<file path="config.mk">
export PLATFORM = sky130hd
export DESIGN_NAME = imem_loader_flat
export DESIGN_NICKNAME = d
export VERILOG_FILES = /design/src/rtl/imem_pkg.sv /design/src/rtl/imem_loader_if.sv /design/src/rtl/imem_loader_serializer.sv /design/src/rtl/imem_loader.sv /design/src/flat_wrapper.sv
export SDC_FILE = /design/constraint.sdc
export NUM_CORES = 1
export LEC_CHECK = 0
export BUFFER_PORTS_ARGS = -buffer_cell sky130_fd_sc_hd__buf_2
export CELL_PAD_IN_SITES_DETAIL_PLACEMENT = 1
export CELL_PAD_IN_SITES_GLOBAL_PLACEMENT = 1
export CORE_ASPECT_RATIO = 1.5
export CORE_UTILIZATION = 35
export DETAILED_ROUTE_END_ITERATION = 10
export PLACE_DENSITY_LB_ADDON = 0.1
export RECOVER_POWER = 25
export SLEW_MARGIN = 20
export SYNTH_ARGS = -nofsm -noshare
export SYNTH_HDL_FRONTEND = slang
export SYNTH_HIERARCHICAL = 1
export SYNTH_SLANG_ARGS = --single-unit
</file>
<file path="constraint.sdc">
create_clock -name clk -period 9.55 [get_ports clk]
set_clock_uncertainty 0.05 [all_clocks]
set_input_delay 1.91 -clock clk [delete_from_list [all_inputs] [get_ports clk]]
set_output_delay 1.91 -clock clk [all_outputs]
set_load 0.05 [all_outputs]
</file>
<file path="src/rtl/imem_pkg.sv">
// Shared types and constants for the boot-time instruction memory loader.
package imem_pkg;

  localparam int BYTES_PER_WORD    = 4;
  localparam int LANE_W            = 2;
  localparam int DEFAULT_MEM_BYTES = 16;

  typedef enum logic [2:0] {
    IDLE      = 3'd0,
    CHECK     = 3'd1,
    WAIT_WORD = 3'd2,
    WRITE     = 3'd3,
    DONE      = 3'd4,
    ERROR     = 3'd5
  } state_t;

  // Little-endian byte select: lane 0 is bits [7:0].
  function automatic logic [7:0] lane_byte(input logic [31:0] word, input logic [LANE_W-1:0] lane);
    logic [7:0] b;
    case (lane)
      2'd0:    b = word[7:0];
      2'd1:    b = word[15:8];
      2'd2:    b = word[23:16];
      2'd3:    b = word[31:24];
      default: b = 8'h00;
    endcase
    return b;
  endfunction

endpackage

</file>
<file path="src/rtl/imem_loader_if.sv">
// Word stream from the boot link plus the byte write port into instruction memory.
interface imem_loader_if #(
  parameter int ADDR_W = 64
);
  logic              in_valid;
  logic [31:0]       in_data;
  logic              in_ready;
  logic              mem_we;
  logic [ADDR_W-1:0] mem_addr;
  logic [7:0]        mem_wdata;

  modport master (
    output in_valid, in_data,
    input  in_ready, mem_we, mem_addr, mem_wdata
  );

  modport slave (
    input  in_valid, in_data,
    output in_ready, mem_we, mem_addr, mem_wdata
  );
endinterface

</file>
<file path="src/rtl/imem_loader_serializer.sv">
// Holds one instruction word and presents its bytes lowest lane first, one per advance.
module word_byte_serializer
  import imem_pkg::*;
(
  input  logic        clk,
  input  logic        reset,
  input  logic        load,
  input  logic [31:0] word_in,
  input  logic        advance,
  output logic [7:0]  byte_out,
  output logic        last_lane
);

  logic [31:0]       word_r;
  logic [LANE_W-1:0] lane_r;
  logic [7:0]        byte_r;
  logic [LANE_W-1:0] lane_inc_s;

  assign lane_inc_s = lane_r + LANE_W'(1);

  // byte_r is registered so the byte lines up with the registered write strobe
  always_ff @(posedge clk) begin
    if (reset) begin
      word_r <= 32'h0000_0000;
      lane_r <= '0;
      byte_r <= 8'h00;
    end else if (load) begin
      word_r <= word_in;
      lane_r <= '0;
      byte_r <= lane_byte(word_in, LANE_W'(0));
    end else if (advance) begin
      word_r <= word_r;
      lane_r <= lane_inc_s;
      byte_r <= lane_byte(word_r, lane_inc_s);
    end else begin
      word_r <= word_r;
      lane_r <= lane_r;
      byte_r <= byte_r;
    end
  end

  assign byte_out  = byte_r;
  assign last_lane = (lane_r == LANE_W'(BYTES_PER_WORD - 1));

endmodule

</file>
<file path="src/rtl/imem_loader.sv">
// Boot-time instruction memory loader: accepts 32-bit words and writes them
// little-endian one byte per cycle, stalling the core while a session runs.
module imem_loader
  import imem_pkg::*;
#(
  parameter int MEM_BYTES = DEFAULT_MEM_BYTES,
  parameter int ADDR_W    = 64,
  parameter int CNT_W     = 16
) (
  input  logic              clk,
  input  logic              reset,
  input  logic              start,
  input  logic [ADDR_W-1:0] base_addr,
  input  logic [CNT_W-1:0]  word_count,
  imem_loader_if.slave      bus,
  output logic              busy,
  output logic              done,
  output logic              err
);

  state_t            state_r, state_next_s;
  logic [ADDR_W-1:0] cur_addr_r, cur_addr_next_s;
  logic [CNT_W-1:0]  remaining_r, remaining_next_s;
  logic [ADDR_W-1:0] mem_addr_r, mem_addr_next_s;
  logic              in_ready_r, in_ready_next_s;
  logic              mem_we_r, mem_we_next_s;
  logic              busy_r, busy_next_s;
  logic              done_r, done_next_s;
  logic              err_r, err_next_s;
  logic              accept_s, load_s, advance_s;
  logic              last_lane_s;
  logic [7:0]        byte_s;

  // One extra bit on the end address so a base near the top cannot wrap into range.
  function automatic logic word_fits(input logic [ADDR_W-1:0] addr);
    logic [ADDR_W:0] end_addr;
    end_addr = {1'b0, addr} + (ADDR_W+1)'(BYTES_PER_WORD);
    return (end_addr <= (ADDR_W+1)'(MEM_BYTES));
  endfunction

  assign accept_s = (state_r == WAIT_WORD) && bus.in_valid && in_ready_r;

  word_byte_serializer u_ser (
    .clk       (clk),
    .reset     (reset),
    .load      (load_s),
    .word_in   (bus.in_data),
    .advance   (advance_s),
    .byte_out  (byte_s),
    .last_lane (last_lane_s)
  );

  // Next-state, session bookkeeping and next values of the registered outputs
  always_comb begin
    state_next_s     = state_r;
    cur_addr_next_s  = cur_addr_r;
    remaining_next_s = remaining_r;
    mem_addr_next_s  = mem_addr_r;
    err_next_s       = err_r;
    load_s           = 1'b0;
    advance_s        = 1'b0;

    case (state_r)
      IDLE: begin
        if (start) begin
          cur_addr_next_s  = base_addr;
          remaining_next_s = word_count;
          err_next_s       = 1'b0;
          state_next_s     = CHECK;
        end else begin
          state_next_s     = IDLE;
        end
      end
      CHECK: begin
        if (cur_addr_r[1:0] != 2'b00) begin
          err_next_s   = 1'b1;
          state_next_s = ERROR;
        end else if (remaining_r == {CNT_W{1'b0}}) begin
          state_next_s = DONE;
        end else begin
          state_next_s = WAIT_WORD;
        end
      end
      WAIT_WORD: begin
        if (!word_fits(cur_addr_r)) begin
          err_next_s   = 1'b1;
          state_next_s = ERROR;
        end else if (accept_s) begin
          load_s          = 1'b1;
          mem_addr_next_s = cur_addr_r;
          state_next_s    = WRITE;
        end else begin
          state_next_s    = WAIT_WORD;
        end
      end
      WRITE: begin
        if (last_lane_s) begin
          cur_addr_next_s  = cur_addr_r + ADDR_W'(BYTES_PER_WORD);
          remaining_next_s = remaining_r - CNT_W'(1);
          if (remaining_r == CNT_W'(1)) begin
            state_next_s = DONE;
          end else begin
            state_next_s = WAIT_WORD;
          end
        end else begin
          advance_s       = 1'b1;
          mem_addr_next_s = mem_addr_r + ADDR_W'(1);
          state_next_s    = WRITE;
        end
      end
      DONE: begin
        state_next_s = IDLE;
      end
      ERROR: begin
        state_next_s = IDLE;
      end
      default: begin
        state_next_s = IDLE;
      end
    endcase

    in_ready_next_s = (state_next_s == WAIT_WORD) && word_fits(cur_addr_next_s);
    mem_we_next_s   = (state_next_s == WRITE);
    busy_next_s     = (state_next_s == CHECK) || (state_next_s == WAIT_WORD) ||
                      (state_next_s == WRITE);
    done_next_s     = (state_next_s == DONE);
  end

  // State, session registers and the registered output copies
  always_ff @(posedge clk) begin
    if (reset) begin
      state_r     <= IDLE;
      cur_addr_r  <= '0;
      remaining_r <= '0;
      mem_addr_r  <= '0;
      in_ready_r  <= 1'b0;
      mem_we_r    <= 1'b0;
      busy_r      <= 1'b0;
      done_r      <= 1'b0;
      err_r       <= 1'b0;
    end else begin
      state_r     <= state_next_s;
      cur_addr_r  <= cur_addr_next_s;
      remaining_r <= remaining_next_s;
      mem_addr_r  <= mem_addr_next_s;
      in_ready_r  <= in_ready_next_s;
      mem_we_r    <= mem_we_next_s;
      busy_r      <= busy_next_s;
      done_r      <= done_next_s;
      err_r       <= err_next_s;
    end
  end

  assign bus.in_ready  = in_ready_r;
  assign bus.mem_we    = mem_we_r;
  assign bus.mem_addr  = mem_addr_r;
  assign bus.mem_wdata = byte_s;
  assign busy          = busy_r;
  assign done          = done_r;
  assign err           = err_r;

endmodule
</file>
<file path="src/flat_wrapper.sv">
// flat-port wrapper written by rule: the top's interface ports become plain ports
module imem_loader_flat import imem_pkg::*;
#(
  parameter int MEM_BYTES = DEFAULT_MEM_BYTES,
  parameter int ADDR_W    = 64,
  parameter int CNT_W     = 16
)
  (clk, reset, start, base_addr, word_count, busy, done, err, bus_in_valid, bus_in_data, bus_in_ready, bus_mem_we, bus_mem_addr, bus_mem_wdata);
  imem_loader_if #(.ADDR_W(ADDR_W)) bus_i ();
  input  logic clk;
  input  logic reset;
  input  logic start;
  input  logic [ADDR_W-1:0] base_addr;
  input  logic [CNT_W-1:0] word_count;
  output logic busy;
  output logic done;
  output logic err;
  input wire logic [$bits(bus_i.in_valid)-1:0] bus_in_valid;
  input wire logic [$bits(bus_i.in_data)-1:0] bus_in_data;
  output wire logic [$bits(bus_i.in_ready)-1:0] bus_in_ready;
  output wire logic [$bits(bus_i.mem_we)-1:0] bus_mem_we;
  output wire logic [$bits(bus_i.mem_addr)-1:0] bus_mem_addr;
  output wire logic [$bits(bus_i.mem_wdata)-1:0] bus_mem_wdata;
  assign bus_i.in_valid = bus_in_valid;
  assign bus_i.in_data = bus_in_data;
  assign bus_in_ready = bus_i.in_ready;
  assign bus_mem_we = bus_i.mem_we;
  assign bus_mem_addr = bus_i.mem_addr;
  assign bus_mem_wdata = bus_i.mem_wdata;
  imem_loader #(.MEM_BYTES(MEM_BYTES), .ADDR_W(ADDR_W), .CNT_W(CNT_W)) u_core (.clk(clk), .reset(reset), .start(start), .base_addr(base_addr), .word_count(word_count), .bus(bus_i), .busy(busy), .done(done), .err(err));
endmodule
</file>
-- Yosys cells after proc, flatten, opt, wreduce, memory -nomap -nowiden
Index checks and enable logic that the tools add are counted.
- $add $sub $neg: 6
- multipliers: 0
- div/mod/pow operators: 0
- order comparisons: 2
- equality and inequality tests: 19
- shifts and indexed selects: 0
- muxes and demuxes: 30
- bitwise gates (word level): 0
- reductions and logical operators: 17
- operators by type and width (operator ; number):
    $mux W64 ; 5
    $pmux W64 S2 ; 2
    $add A64 B3 Y65 const B ; 2
    $le A65 B5 Y1 const B ; 2
    $add A64 B1 Y64 const B ; 1
    $add A64 B3 Y64 const B ; 1
    $mux W16 ; 2
    $pmux W16 S2 ; 1
    $pmux W8 S4 ; 1
    $eq A16 B1 Y1 const B ; 1
    $logic_not A16 Y1 ; 1
    $mux W8 ; 2
    $sub A16 B1 Y16 const B ; 1
    $mux W3 ; 5
    $eq A3 B2 Y1 const B ; 4
    $pmux W3 S4 ; 1
    $mux W1 ; 10
    $ne A2 B2 Y1 const B ; 4
    $reduce_and A4 Y1 ; 2
    $reduce_bool A2 Y1 ; 4
    $eq A2 B2 Y1 const B ; 3
    $eq A3 B1 Y1 const B ; 2
    $ne A2 B1 Y1 const B ; 3
    $eq A3 B3 Y1 const B ; 1
    other kinds (10) ; 13
- register bits: 194
- bits in latches: 0
- memory bits (writable): 0
- memory bits (read-only): 0
- input bits: 116
- output and inout bits: 77
- logic and storage cells: 86
- memories kept: 0

-- Depth between registers and ports, before layout
- depth after elaboration: 9
- mapped depth: 17
- mapped depth without buffers: 12

-- Cells and area by module
The synthesis kept the hierarchy.
- modules (own cells, without submodules) (module ; times used ; cells each ; area an instance (sq um) ; sequential area each (sq um)):
    imem_loader ; 1 ; 1704 ; 11768.8 ; 3042.9
    word_byte_serializer ; 1 ; 179 ; 1835.5 ; 840.8

-- Least setup slack after synthesis
OpenSTA, ideal clock, no wires.
- path kind: input -> register
- start: input start
- end: register u_core.in_ready_r, in the netlist u_core/bus.in_ready
- setup time: 103 ps
- data arrival time: 5533 ps
- data required time: 9397 ps
- slack: 3863 ps
- stages: 12
- buffers on the path: 4
- cell sequence: nor4b_1 -> clkbuf_1 -> clkbuf_1 -> buf_2 -> buf_2 -> a2bb2oi_1 -> nor4_4 -> nand4_4 -> or4_4 -> or3_1 -> a2111o_1 -> a2111oi_2
- word-level cells in the longest chain between the ends: 5
- elaborated cells on any way between the ends: 8
- those cells by class: 1 x add/sub; 1 x order compare; 1 x eq/ne; 4 x mux; 1 x reduce/logical
- RTL lines (item ; line ; source):
    start, declared ; flat_wrapper.sv:12 ; input logic start;
    $mux W64 ; imem_loader.sv:65 ; if (start) begin
    $pmux W64 S2 ; imem_loader.sv:63 ; case (state_r)
    $add A64 B3 Y65 ; imem_loader.sv:37 ; end_addr = {1'b0, addr} + (ADDR_W+1)'(BYTES_PER_WORD);
    $le A65 B5 Y1 ; imem_loader.sv:38 ; return (end_addr <= (ADDR_W+1)'(MEM_BYTES));
    $logic_and A1 B1 Y1 * ; imem_loader.sv:122 ; in_ready_next_s = (state_next_s == WAIT_WORD) && word_fits(cur_addr_next_s);
    end signal, assigned ; imem_loader.sv:146 ; in_ready_r <= in_ready_next_s;
    end, declared ; imem_loader.sv:25 ; logic in_ready_r, in_ready_next_s;
Mark *: on every way between the ends. The rest lies on a longest branch, timed or not.
A chain may end at the register's enable or synchronous reset.

-- Final worst setup path
Same ends and word-level chain as after synthesis.

==> metrics.md <==
| Metric | Value |
|---|---|
| Outcome | `finished, violations left` |
| Violated checks | `DRC, capacitance limit, slew limit` |
| Max-Cap Viols | `2` |
| Number of global-route vias before repair | `15,424` |
| Final Cell Area | `15,300 um^2` |
| Flop2flop setup slack | `2.03 ns` |
| Final RePlAce weighted congestion | `around 0.93` |
| RSZ-0062 raised after global routing | `false` |
| Placed instance area | `approximately 15,000 um^2` |
| Share of layout cells above drive strength 1 | `12.6%` |
| Sw Ratio | `37.8%` |
| ANT nets after route | `0` |
| Yosys top cell area share | `28.5%` |
| Max Clock Freq | `between 100 and 150 MHz` |
| Total GRT Usage | `29.7%` |
| CTS tree | `yes` |
| Worst slew margin | `-90.5%` |
| DP Wirelength | `43,200 um` |
| Cell taking the most area after synthesis | `dfxtp_1` |
| Most used cell along the critical path | `a22oi_1` |
| Hold violation total from the final report | `0` |
| Area contributors post-synth | `dfxtp_1, nor2_1, nand2_1, o21ai_0, a21oi_1` |
| Slew Viols, Final | `a little over 100` |
| R2r endpoint | `u_core/bus.in_ready` |
| Clock Pin Slew Worst Setup and Hold Paths | `approximately 0.090 ns` |
| Sequential power share | `43.1%` |
| Die height | `243 um` |
| Slowest cell on crit path | `clkbuf_1` |
| Cells on worst reg2reg path | `13` |
| EDFF count, synth | `0` |
| Final WL | `59,000 um` |
| Syn_area_per_cell | `approximately 7.2 um^2` |
| Largest net degree at the start of global routing | `75` |
| CP Max Fanout | `51` |
| Via Count | `15,260` |
| Predominant post-synthesis flop cell | `dfxtp_1` |
| Antenna violations before repair | `1` |
| WL per Instance | `approximately 24 um` |
| # IOs | `193` |
| Startpoint types | `input port` |
| Period minus WS final | `approximately 8 ns` |
| Post-Layout Cell Count | `2,461` |
| Hold WC Path Type | `reg2reg` |
| FF-to-FF Start | `u_core/u_ser/lane_r[0]` |
| Tcrit/Tclk final | `around four fifths` |
| Met2 WL post-DR | `29,600 um` |
| Post-CTS setup buffer count | `0` |
| Met3 routed wirelength | `between 2000 and 3000 um` |
| Netlist cell types | `82` |
| Post-cts sizing count | `0` |
| Vias per inst | `slightly above 6` |
| PD cells | `145 nW/um^2` |
| First-pass GRT wire length | `90,600 um` |
| Count leader, synth | `nor2_1` |
| Setup_tns | `0 ns` |
| CP required | `9.88 ns` |
| Worst Setup EP | `u_core/bus.in_ready` |
| Grt ovf | `0` |
| # setup viols final | `0` |
| Crit path DAT | `about 8 ns` |
| Crit path cell chain | `buf_2 -> nor4b_2 -> clkbuf_1 -> a22oi_1 -> a22oi_1 -> nand3_1 -> nor4_1 -> and4b_1 -> nand4_4 -> or4_4 -> or3_1 -> a2111o_1 -> a2111oi_2` |
| # DRC | `2` |
| Cts hold-fix bufs | `0` |
| Clock Power Share | `between 30% and 40%` |
| Routed met1 length | `24,100 um` |
| Clock net sink count | `slightly below 200` |
| Critical path startpoint | `start` |
| H-tree levels | `4` |
| Layout Area Growth over Synthesis | `12.4%` |
| DRT Pass-1 Iters | `8` |
| Initial drt markers | `1,056` |
| Initial core utilization | `35.4%` |
| Maximum buffer depth of the clock tree | `2` |
| Syn Nets | `2,008` |
| CTS Buf Count | `17` |
| Crit-path max cell delay | `1.91 ns` |
| Die Wd | `163 um` |
| LEAKAGE | `roughly 5.3 nW` |
| Port bufs | `around 190` |
| Placeable Area | `38,400 um^2` |
| Critical path class | `in2reg` |
| Yosys reg bits | `194` |
| Combinational power share | `21.5%` |
| FFs w/ async S/R, synth | `0%` |
| Worst-Skew Late Latency | `0.47 ns` |
| Clock root cell | `clkbuf_16` |
| Ys Warns | `6` |
| Worst-Margin Slew | `2.86 ns` |
| Commonest cells post-synth | `nor2_1, nand2_1, dfxtp_1` |
| Post-Synthesis Cells | `1,883` |
| DR top layer | `met5` |
| Crit. End Element | `flop` |
| Cell Area, Synth | `13,600 um^2` |
| Internal Power | `1.38 mW` |
| Hold Path Depth | `2` |
| Register area share after synthesis | `28.5%` |
| NumNets Final | `2,077` |
| FP Rows | `88` |
| Worst vdd ir | `129 uV` |
| Die Area | `39,700 um^2` |
| P_sw | `0.838 mW` |
| Inst Count DP | `2,428` |
through the flow:
stage | setup slack [ns] | hold WS (ns) | power (mW) | utilization (%)
6_report | 1.76 | 0.448 | 2.22 | 39.8
5_1_grt | 1.55 | 0.481 | 2.32 | 39.8
4_1_cts | 3.34 | 0.448 | 2.23 | 40.0
3_5_place_dp | 2.80 | 0.436 | 1.44 | 38.3
3_3_place_gp | 2.90 | 0.423 | 1.43 | 38.3
2_1_floorplan | 3.86 | 0.405 | 1.26 | -
kinds of logic after synthesis:
logic type                 count (synthesis)  share of synthesized area (%)
xor gates and xnor gates                  37                           2.38
AOI/OAI and AO/OA                        466                           23.4
and+or+nand+nor                          933                           35.2
DFF                                      194                           28.5
adders and majority gates                  9                          0.828
buffers and inverters                    194                           5.95
muxes                                     50                           3.73
state kept, by name, indices dropped and copies added (netlist names), 2 cells and up:
signal	cells
u_core/bus.mem_addr	64
u_core/cur_addr_r	64
u_core/remaining_r	16
u_core/state_r	3
u_core/u_ser/byte_out	8
u_core/u_ser/lane_r	2
u_core/u_ser/word_r	32
power by group through the flow:
stage / clock network (mW) / logic, mW / registers, mW
final: 0.784 / 0.478 / 0.957
after global routing: 0.833 / 0.519 / 0.963
after CTS: 0.808 / 0.474 / 0.952
after detailed placement: 0 / 0.472 / 0.970
after global placement: 0 / 0.465 / 0.969
after floorplan: 0 / 0.357 / 0.903
worst max-delay path, delay by kind of cell:
kind            cells  cell delay (ns)
compound gates      4             1.58
buf+inv             2             1.99
simple gates        7             2.60
cells in the final DEF, fill, tap and decap left out, drive strengths merged, types with 34 or more instances in the layout:
master  synthesis  final
nand2         200    200
inv            28     34
mux2i          44     44
buf            50    157
dfxtp         194    194
nand4          81     81
nor2          249    249
nor3           64     64
clkbuf        116     76
nor4           56     56
and3           35     35
nand3          99     99
o21ai         105    105
a21oi         102    102
cell type report:
class	count	area [um^2]
inverters	28	105
repair buffers	216	1070
well taps	495	619
diodes	1	2.50
clock inverters	15	203
flip-flops and latches	194	3880
clock buffers	17	425
multi-input cells	1495	8980
fillers	4838	23100
layer usage:
metal / up-vias / global-route usage (%)
met3: 132 / 4.53
met5: - / 0
met2: 437 / 52.0
li1: 7132 / -
met4: 2 / 14.3
met1: 7557 / 34.8
worst min-delay path by stage:
stage                      startpoint                endpoint  slack, ns
6_report       u_core/remaining_r[15]  u_core/remaining_r[15]       0.45
5_1_grt         u_core/remaining_r[6]   u_core/remaining_r[6]       0.48
4_1_cts         u_core/remaining_r[6]   u_core/remaining_r[6]       0.45
3_5_place_dp    u_core/remaining_r[6]   u_core/remaining_r[6]       0.44
3_3_place_gp   u_core/u_ser/word_r[0]  u_core/u_ser/word_r[0]       0.42
2_1_floorplan  u_core/remaining_r[15]  u_core/remaining_r[15]       0.41
Note: power is estimated with default switching activity, not from simulation.
